--- src/rtl/rom_sum_writer_pkg.sv ---
// Shared types and constants for the ROM-sum writer sequencer.
package rom_sum_pkg;

  localparam int DEF_ADDR_W = 4;
  localparam int DEF_DATA_W = 8;
  localparam int DEPTH      = 2 ** DEF_ADDR_W;

  // Sequencer states: fill the RAM, read it back, flag completion.
  typedef enum logic [1:0] {
    ST_IDLE   = 2'd0,
    ST_WRITE  = 2'd1,
    ST_VERIFY = 2'd2,
    ST_DONE   = 2'd3
  } state_e;

  // led layout: err_addr in the low ADDR_W bits, status flags directly above
  // it. The flag positions are offsets from bit ADDR_W.
  localparam int LED_ERR_ADDR_LSB = 0;
  localparam int LED_DONE_OFS     = 0;
  localparam int LED_BUSY_OFS     = 1;
  localparam int LED_OVF_OFS      = 2;
  localparam int LED_ERR_OFS      = 3;

endpackage

--- src/rtl/rom_sum_writer_if.sv ---
// Memory-side bus of the sequencer: two async-read ROMs sharing one address,
// and one dual-port RAM (write port A, async read port DPRA).
//
// Bus semantics: there is no valid/ready pair. All reads are combinational
// and complete in the cycle the address is presented. A write happens on
// every rising clk edge that sees ram_we=1, with ram_a and ram_d sampled on
// that same edge. The memories never stall the sequencer.
interface rom_sum_if #(
  parameter int ADDR_W = 4,
  parameter int DATA_W = 8
);
  logic [ADDR_W-1:0] rom_addr;
  logic [DATA_W-1:0] rom1_data;
  logic [DATA_W-1:0] rom2_data;
  logic [ADDR_W-1:0] ram_a;
  logic [DATA_W-1:0] ram_d;
  logic              ram_we;
  logic [ADDR_W-1:0] ram_dpra;
  logic [DATA_W-1:0] ram_dpo;

  modport master (
    output rom_addr, ram_a, ram_d, ram_we, ram_dpra,
    input  rom1_data, rom2_data, ram_dpo
  );

  modport slave (
    input  rom_addr, ram_a, ram_d, ram_we, ram_dpra,
    output rom1_data, rom2_data, ram_dpo
  );
endinterface

--- src/rtl/rom_sum_writer_sum_unit.sv ---
// Combinational adder: a DATA_W+1-bit sum split into a low word and a carry.
module sum_unit #(
  parameter int DATA_W = 8
) (
  input  logic [DATA_W-1:0] a_i,
  input  logic [DATA_W-1:0] b_i,
  output logic [DATA_W-1:0] sum_o,
  output logic              carry_o
);

  // Zero-extend both operands so the carry is the top bit of the result.
  always_comb begin
    {carry_o, sum_o} = {1'b0, a_i} + {1'b0, b_i};
  end

endmodule

--- src/rtl/rom_sum_writer.sv ---
// Sequencer: writes ROM1+ROM2 into a RAM at every address, then reads the RAM
// back and compares each word against a freshly computed sum.
module rom_sum_writer
  import rom_sum_pkg::*;
#(
  parameter int ADDR_W = 4,
  parameter int DATA_W = 8
) (
  input  logic              clk,
  input  logic              rst,
  input  logic              start,
  rom_sum_if.master         mem,
  output logic              busy,
  output logic              done,
  output logic              ovf,
  output logic              err,
  output logic [ADDR_W-1:0] err_addr,
  output logic [DATA_W-1:0] led,
  output state_e            dbg_state
);

  localparam logic [ADDR_W-1:0] CNT_LAST = {ADDR_W{1'b1}};

  state_e            state_q, state_d;
  logic [ADDR_W-1:0] cnt_q, cnt_d;
  logic              ovf_q, ovf_d;
  logic              err_q, err_d;
  logic [ADDR_W-1:0] err_addr_q, err_addr_d;

  logic [DATA_W-1:0] sum;
  logic              carry;

  // The same adder serves WRITE (data to store) and VERIFY (reference word).
  sum_unit #(.DATA_W(DATA_W)) u_sum (
    .a_i     (mem.rom1_data),
    .b_i     (mem.rom2_data),
    .sum_o   (sum),
    .carry_o (carry)
  );

  // State, counter and sticky flags; reset aborts any run on the same edge.
  always_ff @(posedge clk) begin
    if (rst) begin
      state_q    <= ST_IDLE;
      cnt_q      <= '0;
      ovf_q      <= 1'b0;
      err_q      <= 1'b0;
      err_addr_q <= '0;
    end else begin
      state_q    <= state_d;
      cnt_q      <= cnt_d;
      ovf_q      <= ovf_d;
      err_q      <= err_d;
      err_addr_q <= err_addr_d;
    end
  end

  // Next state and memory-bus drive; buses idle at 0 outside their state.
  always_comb begin
    state_d      = state_q;
    cnt_d        = cnt_q;
    ovf_d        = ovf_q;
    err_d        = err_q;
    err_addr_d   = err_addr_q;
    mem.rom_addr = '0;
    mem.ram_a    = '0;
    mem.ram_d    = '0;
    mem.ram_we   = 1'b0;
    mem.ram_dpra = '0;

    case (state_q)
      ST_IDLE: begin
        if (start) begin
          state_d    = ST_WRITE;
          cnt_d      = '0;
          ovf_d      = 1'b0;
          err_d      = 1'b0;
          err_addr_d = '0;
        end
      end
      ST_WRITE: begin
        mem.rom_addr = cnt_q;
        mem.ram_a    = cnt_q;
        mem.ram_d    = sum;
        mem.ram_we   = 1'b1;
        if (carry) ovf_d = 1'b1;
        if (cnt_q == CNT_LAST) begin
          state_d = ST_VERIFY;
          cnt_d   = '0;
        end else begin
          cnt_d = cnt_q + ADDR_W'(1);
        end
      end
      ST_VERIFY: begin
        mem.rom_addr = cnt_q;
        mem.ram_dpra = cnt_q;
        if (mem.ram_dpo != sum) begin
          err_d = 1'b1;
          // Keep the address of the first mismatch only.
          if (!err_q) err_addr_d = cnt_q;
        end
        if (cnt_q == CNT_LAST) begin
          state_d = ST_DONE;
        end else begin
          cnt_d = cnt_q + ADDR_W'(1);
        end
      end
      ST_DONE: begin
        state_d = ST_IDLE;
      end
      default: begin
        state_d = ST_IDLE;
      end
    endcase
  end

  // Status outputs and the packed LED word.
  always_comb begin
    busy      = (state_q == ST_WRITE) || (state_q == ST_VERIFY);
    done      = (state_q == ST_DONE);
    ovf       = ovf_q;
    err       = err_q;
    err_addr  = err_addr_q;
    dbg_state = state_q;
    led       = '0;
    led[LED_ERR_ADDR_LSB +: ADDR_W] = err_addr_q;
    led[ADDR_W + LED_DONE_OFS]      = done;
    led[ADDR_W + LED_BUSY_OFS]      = busy;
    led[ADDR_W + LED_OVF_OFS]       = ovf_q;
    led[ADDR_W + LED_ERR_OFS]       = err_q;
  end

endmodule

--- src/flat_wrapper.sv ---
// flat-port wrapper written by rule: the top's interface ports become plain ports
module rom_sum_writer_flat import rom_sum_pkg::*;
#(
  parameter int ADDR_W = 4,
  parameter int DATA_W = 8
)
  (clk, rst, start, busy, done, ovf, err, err_addr, led, dbg_state, mem_rom_addr, mem_ram_a, mem_ram_d, mem_ram_we, mem_ram_dpra, mem_rom1_data, mem_rom2_data, mem_ram_dpo);
  rom_sum_if #(.ADDR_W(ADDR_W), .DATA_W(DATA_W)) mem_i ();
  input  logic clk;
  input  logic rst;
  input  logic start;
  output logic busy;
  output logic done;
  output logic ovf;
  output logic err;
  output logic [ADDR_W-1:0] err_addr;
  output logic [DATA_W-1:0] led;
  output state_e dbg_state;
  output wire logic [$bits(mem_i.rom_addr)-1:0] mem_rom_addr;
  output wire logic [$bits(mem_i.ram_a)-1:0] mem_ram_a;
  output wire logic [$bits(mem_i.ram_d)-1:0] mem_ram_d;
  output wire logic [$bits(mem_i.ram_we)-1:0] mem_ram_we;
  output wire logic [$bits(mem_i.ram_dpra)-1:0] mem_ram_dpra;
  input wire logic [$bits(mem_i.rom1_data)-1:0] mem_rom1_data;
  input wire logic [$bits(mem_i.rom2_data)-1:0] mem_rom2_data;
  input wire logic [$bits(mem_i.ram_dpo)-1:0] mem_ram_dpo;
  assign mem_rom_addr = mem_i.rom_addr;
  assign mem_ram_a = mem_i.ram_a;
  assign mem_ram_d = mem_i.ram_d;
  assign mem_ram_we = mem_i.ram_we;
  assign mem_ram_dpra = mem_i.ram_dpra;
  assign mem_i.rom1_data = mem_rom1_data;
  assign mem_i.rom2_data = mem_rom2_data;
  assign mem_i.ram_dpo = mem_ram_dpo;
  rom_sum_writer #(.ADDR_W(ADDR_W), .DATA_W(DATA_W)) u_core (.clk(clk), .rst(rst), .start(start), .mem(mem_i), .busy(busy), .done(done), .ovf(ovf), .err(err), .err_addr(err_addr), .led(led), .dbg_state(dbg_state));
endmodule
--- config.mk ---
export PLATFORM = sky130hd
export DESIGN_NAME = rom_sum_writer_flat
export DESIGN_NICKNAME = d
export VERILOG_FILES = /design/src/rtl/rom_sum_writer_pkg.sv /design/src/rtl/rom_sum_writer_if.sv /design/src/rtl/rom_sum_writer_sum_unit.sv /design/src/rtl/rom_sum_writer.sv /design/src/flat_wrapper.sv
export SDC_FILE = /design/constraint.sdc
export NUM_CORES = 1
export LEC_CHECK = 0
export BUFFER_PORTS_ARGS = -buffer_cell sky130_fd_sc_hd__clkbuf_2
export CAP_MARGIN = 20
export CORE_ASPECT_RATIO = 1.2
export CORE_MARGIN = 5
export CORE_UTILIZATION = 47
export DETAILED_ROUTE_END_ITERATION = 16
export PLACE_DENSITY_LB_ADDON = 0.2
export SYNTH_ARGS = -nofsm -noshare
export SYNTH_HDL_FRONTEND = slang
export SYNTH_SLANG_ARGS = --single-unit
export TNS_END_PERCENT = 10
--- constraint.sdc ---
create_clock -name clk -period 4.2 [get_ports clk]
set_clock_uncertainty 0.2 [all_clocks]
set_input_delay 0.42 -clock clk [delete_from_list [all_inputs] [get_ports clk]]
set_output_delay 0.42 -clock clk [all_outputs]
set_load 0.02 [all_outputs]
==> results of run 1 <==
==> flip-flops by register name, indices dropped and copies added, names as in the netlist <==
name	count
u_core.cnt_q	4
u_core.dbg_state	2
u_core.err	1
u_core.err_addr	4
u_core.ovf	1
==> power by group <==
group	switching, uW	leakage (uW)	internal (uW)
registers	18.5	0.0000971	127
clock network	42.2	0.0000210	52.8
logic	287	0.000737	171
total	347	0.000855	351
==> synthesized netlist by cell type, types with 2 or more instances <==
master and count:
mux2i_1 4, a21oi_1 9, a211oi_1 2, buf_2 2, nor2b_1 3, xor2_1 7, o21a_1 2, xnor2_1 6
o21ai_0 6, a31oi_1 3, and2_1 17, nor3_1 3, a311oi_1 2, a21o_1 3, nand2b_1 4, dfxtp_1 12
ha_1 13, buf_4 8, o32ai_1 5, nand3_1 2, o21bai_1 2, nand4_1 2, inv_1 10, nor2_1 18
clkbuf_1 5, nand2_1 11
==> how the worst max path moves through the flow <==
stage / start / end / slack (ns) / cells after the start
2_1_floorplan: mem_rom2_data[0] / u_core.err_addr[3] / 1.12 / 9
3_3_place_gp: mem_rom2_data[0] / u_core.err_addr[3] / 0.96 / 10
3_5_place_dp: mem_rom2_data[0] / u_core.err_addr[3] / 0.93 / 10
4_1_cts: mem_rom2_data[0] / u_core.err_addr[3] / 1.23 / 10
5_1_grt: mem_rom2_data[0] / u_core.err_addr[3] / 1.12 / 10
6_report: mem_rom2_data[0] / u_core.err_addr[3] / 1.24 / 10
==> kinds of logic (layout without fill, tap and decap cells) <==
logic type / after synthesis / in the layout / share of synthesized area
muxes: 5 / 5 / 0.03859
DFF: 12 / 12 / 0.1684
adders and majority gates: 14 / 14 / 0.1281
and+or+nand+nor: 69 / 69 / 0.2614
xor gates and xnor gates: 13 / 13 / 0.07983
AOI/OAI and AO/OA: 44 / 44 / 0.2272
buffers and inverters: 26 / 79 / 0.09650
==> through the flow <==
step | util | power (uW) | instances
2_1_floorplan | - | 499.0 | 183
3_3_place_gp | 0.5655 | 608.7 | 268
3_5_place_dp | 0.5655 | 611.9 | 268
4_1_cts | 0.5776 | 706.7 | 272
5_1_grt | 0.5776 | 759.9 | 272
6_report | 0.5776 | 698.6 | 272
==> placed cells by master (no fill, tap or decap), types with 2 or more instances in the layout <==
cell type	count
dfxtp_1	12
o21a_1	2
o21ai_0	6
nor2_1	18
xnor2_1	6
inv_1	10
xor2_1	7
nand4_1	2
a211oi_1	2
a311oi_1	2
o21bai_1	2
ha_1	13
and2_1	17
nand2_1	11
a21o_1	3
mux2i_1	4
nor2b_1	3
o32ai_1	5
a21oi_1	9
clkbuf_4	3
nor3_1	3
a31oi_1	3
nand2b_1	4
clkbuf_2	65
nand3_1	2
==> worst max-delay path, stage by stage <==
cell and delay, ns:
clkbuf_2 0.08, ha_1 0.23, fa_1 0.40, a21o_1 0.21, a21oi_1 0.26, xnor2_1 0.11
a211o_1 0.27, or4_4 0.49, and3_4 0.18, mux2_4 0.29
==> per-layer routing <==
metal	track usage	part of all wire	up-vias	routed length, um
met4	0.07635	0.018	0	64
li1	-	-	753	-
met5	0	0	-	0
met3	0.009242	0.065	5	229
met1	0.2094	0.40	685	1418
met2	0.3041	0.51	53	1789
==> area by class of cell <==
class | instances | area (um2)
sequential | 12 | 240.2
inverter | 10 | 37.54
tap | 36 | 45.04
clock buffer | 4 | 36.28
fill | 316 | 1267
timing repair buffer | 65 | 325.3
multi-input combinational | 145 | 1049
==> results.tsv, run 1 <==
stage	metric	value	unit
synth	synth_cells	183	
critical_path	crit_arrival	2.94	ns
timing	timing.final.ws_setup	1.236	ns
synth	yosysTopAreaCell	dfxtp_1	
timing	period_needed	2.964	ns
floorplan	dieHeight	70.35	um
clock_tree	cts_sinks	12	
critical_path	end_kind	flip-flop	
synth	synth-edff-count	0	
global_route	grt_max_degree	17	
timing	slew_headroom	0.6569	
synth	ys_types	48	
global_route	grt_usage	0.1736	
global_route	grt_pass1_wl	5789	um
power_and_ir_drop	vdd_drop_max	0.2469	mV
detailed_routing	num_vias	1496	
global_route	antenna_found_initial	0	
synth	synth_top_area_frac	0.1684	
critical_path	cp.required	4.18	ns
synth	synth_area_leaders	dfxtp_1 (17%), ha_1 (11%), and2_1 (7.5%)	
global_route	grt_overflow	0	
critical_path	setup.worst_path.start_class	input pin	
min_path	hold_path_end	u_core.ovf	
timing	hold_viol	0	
critical_path	critical_path_class	in -> reg	
floorplan	start_util	0.4754	
run	maxCapViolCount	0	
clock_tree	cts_setup_buffers	0	
global_route	grt_pass1_vias	1356	
synth	synth_area	1426	um2
clock_tree	cts_resized	0	
placed_design	place_hpwl	2846	um
critical_path	r2r_start	u_core.dbg_state[0]	
clock_tree	cts_buffers	3	
timing	tns	0	ns
floorplan	io_pins	66	
timing	whs	0.1812	ns
clock_tree	root_buffer	clkbuf_4	
min_path	min_path_cells	2	
power_and_ir_drop	power_density	403.2	nW/um2
cells_and_area	area_delta_synth_final	21.49	%
detailed_routing	wire_per_inst	12.88	um
clock_tree	clockBufferDepth	2	
timing	rsz0062_at_grt	no	
synth	ys_seq_elements	12	
detailed_routing	ant_nets	0	
clock_tree	clkLatencyLatePin	0.28	ns
placed_design	place_congestion	0.8460	
critical_path	worstPathMaxFanout	4	
power_and_ir_drop	leakagePower	0.0008548	uW
clock_tree	path_clk_slew	0.08	ns
min_path	hold_start	start	
floorplan	row_count	22	
cells_and_area	nNetsFinal	278	
timing	post-route-period-util	0.7058	
cells_and_area	drive_gt1_frac	0.3263	
clock_tree	cts_tree	built	
placed_design	placed_area	1697	um2
detailed_routing	drt-initial-drc-count	59	
synth	yosysWarnings	0	
detailed_routing	firstDrtPassIters	4	
timing	finalSetupViolCount	0	
synth	synthFlopType	dfxtp_1	
clock_tree	postCtsHoldBufs	0	
detailed_routing	remaining_drc_errors	0	
floorplan	die_area	4241	um2
timing	slew_viol_final	0	
timing	worst_pin_slew	0.5092	ns
timing	fmax	0.3373	GHz
floorplan	core	3000	um2
detailed_routing	viasPerCell	5.500	
synth	yosysSeqAreaShare	0.1684	
critical_path	r2r-end	u_core.err_addr[3]	
floorplan	die_x	60.29	um
clock_tree	htree_levels	1	
placed_design	pre_cts_slack	0.9292	ns
min_path	hp-class	in -> reg	
synth	async_flop_share	0	
outcome	status	finished clean	
critical_path	rr_worst_depth	7	
synth	synth_nets	224	
critical_path	r2r_setup_slack	1.69	ns
cells_and_area	diodes	0	
synth	postSynthAreaPerCell	7.794	um2
detailed_routing	routed_wl	3502	um
placed_design	io_buffer_count	65	
cells_and_area	final_area	1733	um2
No activity file was read; power rests on OpenSTA's default activity.
==> run 2, diff against run 1 <==
- CORE_UTILIZATION: 47 -> 43
- clock period: 4.2 -> 2.65 ns (I/O delays scaled with it)
==> run 2 against run 1 <==
Against the previous run: the run now ends with negative setup slack left; first-iteration DRC count up 20%; sequential share of layout area down 1.6 points; final cell count up 9.6%; combinational power up 74%; clock-buffer cell count unchanged; worst setup slack worse by 1.3 ns; clock power up 120%; critical endpoint unchanged; largest cell class unchanged; highest routed layer unchanged.
==> results.tsv, run 2 (same netlist as run 1, synthesis figures left out) <==
stage	metric	value	unit
outcome	status	finished, violations left	
outcome	violations	negative setup slack	
timing	fmax	0.3663	GHz
detailed_routing	ant_nets	0	
cells_and_area	diodes	0	
global_route	antenna_found_initial	0	
floorplan	dieHeight	73.09	um
global_route	grt_max_degree	17	
min_path	hold_start	start	
floorplan	die_x	62.58	um
critical_path	worstPathMaxFanout	4	
power_and_ir_drop	seqPwrFrac	0.188	
timing	post-route-period-util	1.030	
placed_design	placed_area	1897	um2
timing	slew_viol_final	0	
floorplan	core	3281	um2
detailed_routing	firstDrtPassIters	4	
detailed_routing	num_vias	1559	
clock_tree	clkLatencyLatePin	0.25	ns
placed_design	place_congestion	0.8609	
critical_path	r2r_start	u_core.dbg_state[1]	
critical_path	path_delay_family	simple AND/OR/NAND/NOR gates	
detailed_routing	wire_per_inst	13.07	um
timing	slew_headroom	0.6813	
timing	rsz0062_at_grt	yes	
power_and_ir_drop	leakagePower	0.0009908	uW
placed_design	place_hpwl	3181	um
floorplan	start_util	0.4348	
critical_path	critical_path_class	in -> reg	
clock_tree	clockBufferDepth	2	
cells_and_area	final_cell_mix	clkbuf_2 (65), buf_4 (25), nor2_1 (18), and2_1 (17)	
power_and_ir_drop	vdd_drop_max	0.5124	mV
floorplan	row_count	23	
global_route	grt_usage	0.1729	
critical_path	crit_start	mem_rom2_data[0]	
cells_and_area	drive_gt1_frac	0.4061	
cells_and_area	final_area	1967	um2
power_and_ir_drop	p_clk_frac	0.166	
detailed_routing	routed_wl	3894	um
placed_design	io_buffer_count	65	
floorplan	die_area	4574	um2
clock_tree	cts_tree	built	
clock_tree	postCtsHoldBufs	0	
critical_path	crit_slowest_cell	or4_4	
timing	timing.final.ws_setup	-0.08012	ns
power_and_ir_drop	power.share.combinational	0.646	
power_and_ir_drop	swShare	0.4674	
detailed_routing	remaining_drc_errors	0	
global_route	grt_pass1_wl	6486	um
timing	finalSetupViolCount	3	
critical_path	cp_cell_sequence	clkbuf_2 > ha_4 > fa_2 > a21o_1 > a221oi_4 > xnor2_2 > xor2_1 > or4_4 > and3_4 > mux2_4	
cells_and_area	area_delta_synth_final	37.89	%
cells_and_area	final_common_cell	clkbuf_2	
global_route	grt_pass1_vias	1450	
critical_path	path_depth	10	
min_path	hp-class	in -> reg	
detailed_routing	drt-initial-drc-count	71	
power_and_ir_drop	switchingPower	578.4	uW
critical_path	path_buf_inv	1	
critical_path	cp.required	2.58	ns
power_and_ir_drop	power_density	629.2	nW/um2
critical_path	max_stage_delay	0.54	ns
critical_path	rr_worst_depth	6	
clock_tree	htree_levels	1	
critical_path	r2r-end	u_core.err_addr[3]	
run	maxCapViolCount	0	
critical_path	end_kind	flip-flop	
detailed_routing	viasPerCell	5.232	
power_and_ir_drop	power.internal	659.2	uW
global_route	grt_overflow	0	
timing	hold_viol	0	
clock_tree	path_clk_slew	0.05	ns
floorplan	io_pins	66	
timing	worst_pin_slew	0.4731	ns
critical_path	setup.worst_path.start_class	input pin	
clock_tree	root_buffer	clkbuf_8	
critical_path	crit_end	u_core.err_addr[3]	
timing	tns	-0.09678	ns
cells_and_area	nNetsFinal	303	
timing	period_needed	2.730	ns
clock_tree	cts_buffers	3	
critical_path	crit_arrival	2.66	ns
critical_path	r2r_setup_slack	0.44	ns
clock_tree	cts_sinks	12	
run 2: worst min-delay path by stage:
stage                     slack [ns]                 end  depth (start not counted)
final                           0.07          u_core.ovf                          2
after global routing             0.1          u_core.ovf                          2
after CTS                       0.07          u_core.ovf                          2
after detailed placement        0.29  u_core.err_addr[1]                          2
after global placement          0.29  u_core.err_addr[2]                          2
after floorplan                 0.18          u_core.ovf                          1
run 2: cell type report:
class / instances / area [um2]
timing repair buffer: 90 / 513.0
clock buffer: 4 / 55.05
multi-input combinational: 145 / 1075
inverter: 10 / 37.54
sequential: 12 / 240.2
tap: 37 / 46.29
fill: 319 / 1314
run 2: power by group through the flow:
stage / logic [uW] / registers (uW) / clock network, uW
after floorplan: 547 / 249 / 0
after global placement: 787 / 236 / 0
after detailed placement: 789 / 237 / 0
after CTS: 801 / 233 / 209
after global routing: 881 / 239 / 214
final: 799 / 233 / 205
run 2: what timing repair did:
action / in CTS / in global routing
endpoints found under the setup margin: 4 / 5
buffers inserted: 1 / 0
gates cloned: 0 / 0
pin swaps: 7 / 1
gates resized for setup: 1 / 0
run 2: metal layers:
layer  up-vias  routed length (um)  track usage
li1        796                   -            -
met1       716                1577       0.1934
met4         0                  34      0.05660
met3         4                 190      0.02619
met2        43                2092       0.3318
met5         -                   0            0
run 2: stage by stage:
step / hold slack [ns] / total power (uW) / utilization / setup slack (ns) / cells
floorplan: 0.1774 / 795.2 / - / -0.1610 / 183
global placement: 0.2878 / 1023 / 0.5782 / -0.3384 / 293
detailed placement: 0.2916 / 1026 / 0.5782 / -0.3595 / 293
CTS: 0.06572 / 1243 / 0.5995 / -0.05879 / 298
global route: 0.09803 / 1335 / 0.5995 / -0.1515 / 298
finish: 0.07209 / 1238 / 0.5995 / -0.08012 / 298
==> run 3, diff against run 2 <==
- ABC_AREA: not set -> 1
- BUFFER_PORTS_ARGS: -buffer_cell sky130_fd_sc_hd__clkbuf_2 -> -buffer_cell sky130_fd_sc_hd__buf_2
- GPL_ROUTABILITY_DRIVEN: not set -> 0
==> run 3 against run 2 <==
Against the previous run: the flow now finishes without violations; via count is 2.6% higher; sequential cell count stayed put; core utilization is 5.3 points lower; synthesized cell count is 33% higher; global-route usage is 2.2 points lower; sequential power is 36% higher; fmax is 23% higher; clock power is 21% lower; clock-buffer cell count is 1 lower; critical endpoint is now mem_ram_d[5]; highest routed layer unchanged; non-clock buffer count is 25 lower; sequential share of layout area is 1.1 points higher; worst setup slack better by 0.51 ns.
==> results.tsv, run 3 <==
stage	metric	value	unit
critical_path	cp.required	2.18	ns
timing	post-route-period-util	0.8378	
synth	synthAdderAreaFrac	0.1248	
floorplan	die_x	63.27	um
power_and_ir_drop	power.internal	672.8	uW
global_route	grt_pass1_wl	5871	um
timing	tns	0	ns
timing	worst_pin_slew	0.4379	ns
critical_path	path_depth	4	
synth	postSynthAreaPerCell	6.024	um2
cells_and_area	diodes	0	
floorplan	dieHeight	73.92	um
power_and_ir_drop	leakagePower	0.001192	uW
floorplan	core	3309	um2
floorplan	io_pins	66	
clock_tree	cts_resized	0	
power_and_ir_drop	vdd_drop_max	0.6223	mV
synth	synth_xor_area_frac	0	
synth	ys_seq_elements	12	
clock_tree	clockBufferDepth	2	
min_path	hp-class	in -> reg	
synth	yosysTopAreaCell	dfxtp_1	
clock_tree	postCtsHoldBufs	0	
critical_path	max_stage_delay	0.40	ns
cells_and_area	final_area	1808	um2
outcome	status	finished clean	
detailed_routing	firstDrtPassIters	4	
synth	yosysMostFrequentCell	nand2_1	
clock_tree	path_clk_slew	0.05	ns
clock_tree	cts_sinks	12	
timing	finalSetupViolCount	0	
timing	slew_headroom	0.7070	
placed_design	io_buffer_count	65	
power_and_ir_drop	swShare	0.5347	
critical_path	r2r_start	u_core.dbg_state[0]	
clock_tree	cts_setup_buffers	0	
cells_and_area	final_common_cell	buf_2	
detailed_routing	met2_length	1721	um
synth	ys_types	28	
clock_tree	cts_buffers	3	
critical_path	end_kind	output port	
critical_path	path_buf_inv	2	
global_route	grt_overflow	0	
synth	yosysWarnings	0	
timing	period_needed	2.220	ns
detailed_routing	routed_wl	3437	um
global_route	antenna_found_initial	0	
detailed_routing	drt-initial-drc-count	89	
placed_design	placed_area	1767	um2
synth	synth_cells	243	
critical_path	crit_end	mem_ram_d[5]	
detailed_routing	num_vias	1599	
detailed_routing	maxUsedRoutingLayer	met4	
floorplan	start_util	0.4423	
timing	hold_viol	0	
cells_and_area	regArea	240.2	um2
synth	synth_top_area_frac	0.1641	
clock_tree	cts_tree	built	
clock_tree	root_buffer	clkbuf_8	
cells_and_area	nNetsFinal	344	
power_and_ir_drop	seqPwrFrac	0.219	
critical_path	r2r_setup_slack	0.57	ns
detailed_routing	viasPerCell	4.731	
critical_path	rr_worst_depth	15	
cells_and_area	fillers	345	
floorplan	die_area	4676	um2
detailed_routing	wire_per_inst	10.17	um
synth	ys_top_cells_by_count	nand2_1 (63), inv_1 (53), nor2_1 (16), a21oi_1 (15), nand3_1 (15)	
synth	synth_area_leaders	dfxtp_1 (16%), nand2_1 (16%), inv_1 (14%)	
critical_path	path_delay_family	buffers and inverters	
power_and_ir_drop	p_clk_frac	0.112	
critical_path	r2r-end	u_core.err_addr[1]	
timing	slew_viol_final	0	
critical_path	critical_path_class	reg -> out	
detailed_routing	dr_wl_met3	211	um
critical_path	crit_start	u_core.dbg_state[0]	
global_route	grt_pass1_vias	1450	
synth	synth_nets	284	
power_and_ir_drop	power_density	799.8	nW/um2
detailed_routing	ant_nets	0	
timing	fmax	0.4504	GHz
cells_and_area	final_cell_mix	buf_2 (65), nand2_1 (63), inv_1 (53), nor2_1 (16)	
critical_path	worstPathMaxFanout	9	
floorplan	row_count	23	
global_route	grt_max_degree	11	
synth	synth_compound_area_frac	0.1060	
power_and_ir_drop	power.share.combinational	0.669	
synth	synthMuxAreaShare	0	
placed_design	place_hpwl	2914	um
critical_path	setup.worst_path.start_class	flip-flop	
synth	synth_simple_gate_area_frac	0.4171	
global_route	grt_usage	0.1512	
detailed_routing	remaining_drc_errors	0	
clock_tree	htree_levels	1	
synth	synthFlopType	dfxtp_1	
run	maxCapViolCount	0	
synth	synth_area	1464	um2
synth	async_flop_share	0	
cells_and_area	area_delta_synth_final	23.50	%
min_path	min_path_cells	2	
cells_and_area	drive_gt1_frac	0.3090	
critical_path	crit_arrival	1.76	ns
critical_path	cp_cell_sequence	ha_1 > clkinv_1 > a21oi_1 > buf_2	
power_and_ir_drop	switchingPower	773.3	uW
timing	whs	0.05085	ns
synth	synth_top_family_by_area	simple AND/OR/NAND/NOR gates	
synth	yosysSeqAreaShare	0.1641	
power_and_ir_drop	fin_total_pwr	1446	uW
clock_tree	clkLatencyLatePin	0.24	ns
synth	synth-edff-count	0	
detailed_routing	m1WireLength	1440	um
critical_path	crit_slowest_cell	dfxtp_1	
timing	rsz0062_at_grt	no	
cells_and_area	multi_input_area	948.4	um2
run 3: metrics by stage:
stage / utilization / instances / setup slack, ns
global route: 0.5463 / 338 / 0.2109
CTS: 0.5463 / 338 / 0.3911
finish: 0.5463 / 338 / 0.4297
floorplan: - / 243 / 0.5336
detailed placement: 0.5338 / 335 / 0.2911
global placement: 0.5338 / 335 / 0.3155
run 3: worst reg2reg max path: cells and delay by family (launching register included):
kind | cells | cell delay [ns]
AOI/OAI and AO/OA | 1 | 0.12
adders and majority gates | 1 | 0.31
buffers and inverters | 3 | 0.24
DFF | 1 | 0.35
and+or+nand+nor | 10 | 0.75
run 3: final cells by class:
class                   instances  area share
multi-input cells             166      0.5246
clock buffers                   3     0.02284
inverters                      55      0.1142
repair buffers                 65      0.1799
well taps                      37     0.02561
flip-flops and latches         12      0.1329
run 3: power groups by stage:
stage	Clock, uW	Combinational (uW)	Sequential (uW)
after floorplan	0	716	370
after global placement	0	964	320
after detailed placement	0	975	320
after CTS	165	978	318
after global routing	174	1080	332
final	161	968	317
run 3: cells by family after synthesis:
group | count (synthesis)
AND/OR/NAND/NOR | 125
buffers and inverters | 65
AO/OA/AOI/OAI | 27
adder cells (fa/ha/maj) | 14
flip-flops | 12
run 3: worst min-delay path by stage:
stage / startpoint / endpoint / slack [ns]
after global routing: rst / u_core.cnt_q[0] / 0.05
after CTS: rst / u_core.cnt_q[0] / 0.04
after global placement: u_core.ovf / u_core.ovf / 0.25
after floorplan: rst / u_core.cnt_q[0] / 0.14
final: rst / u_core.cnt_q[0] / 0.05
after detailed placement: u_core.ovf / u_core.ovf / 0.26
run 3: layer usage:
metal  vias up  GRT usage
met2        43     0.2828
li1        869          -
met1       680     0.1682
met4         0    0.06697
met3         7    0.02446
met5         -          0
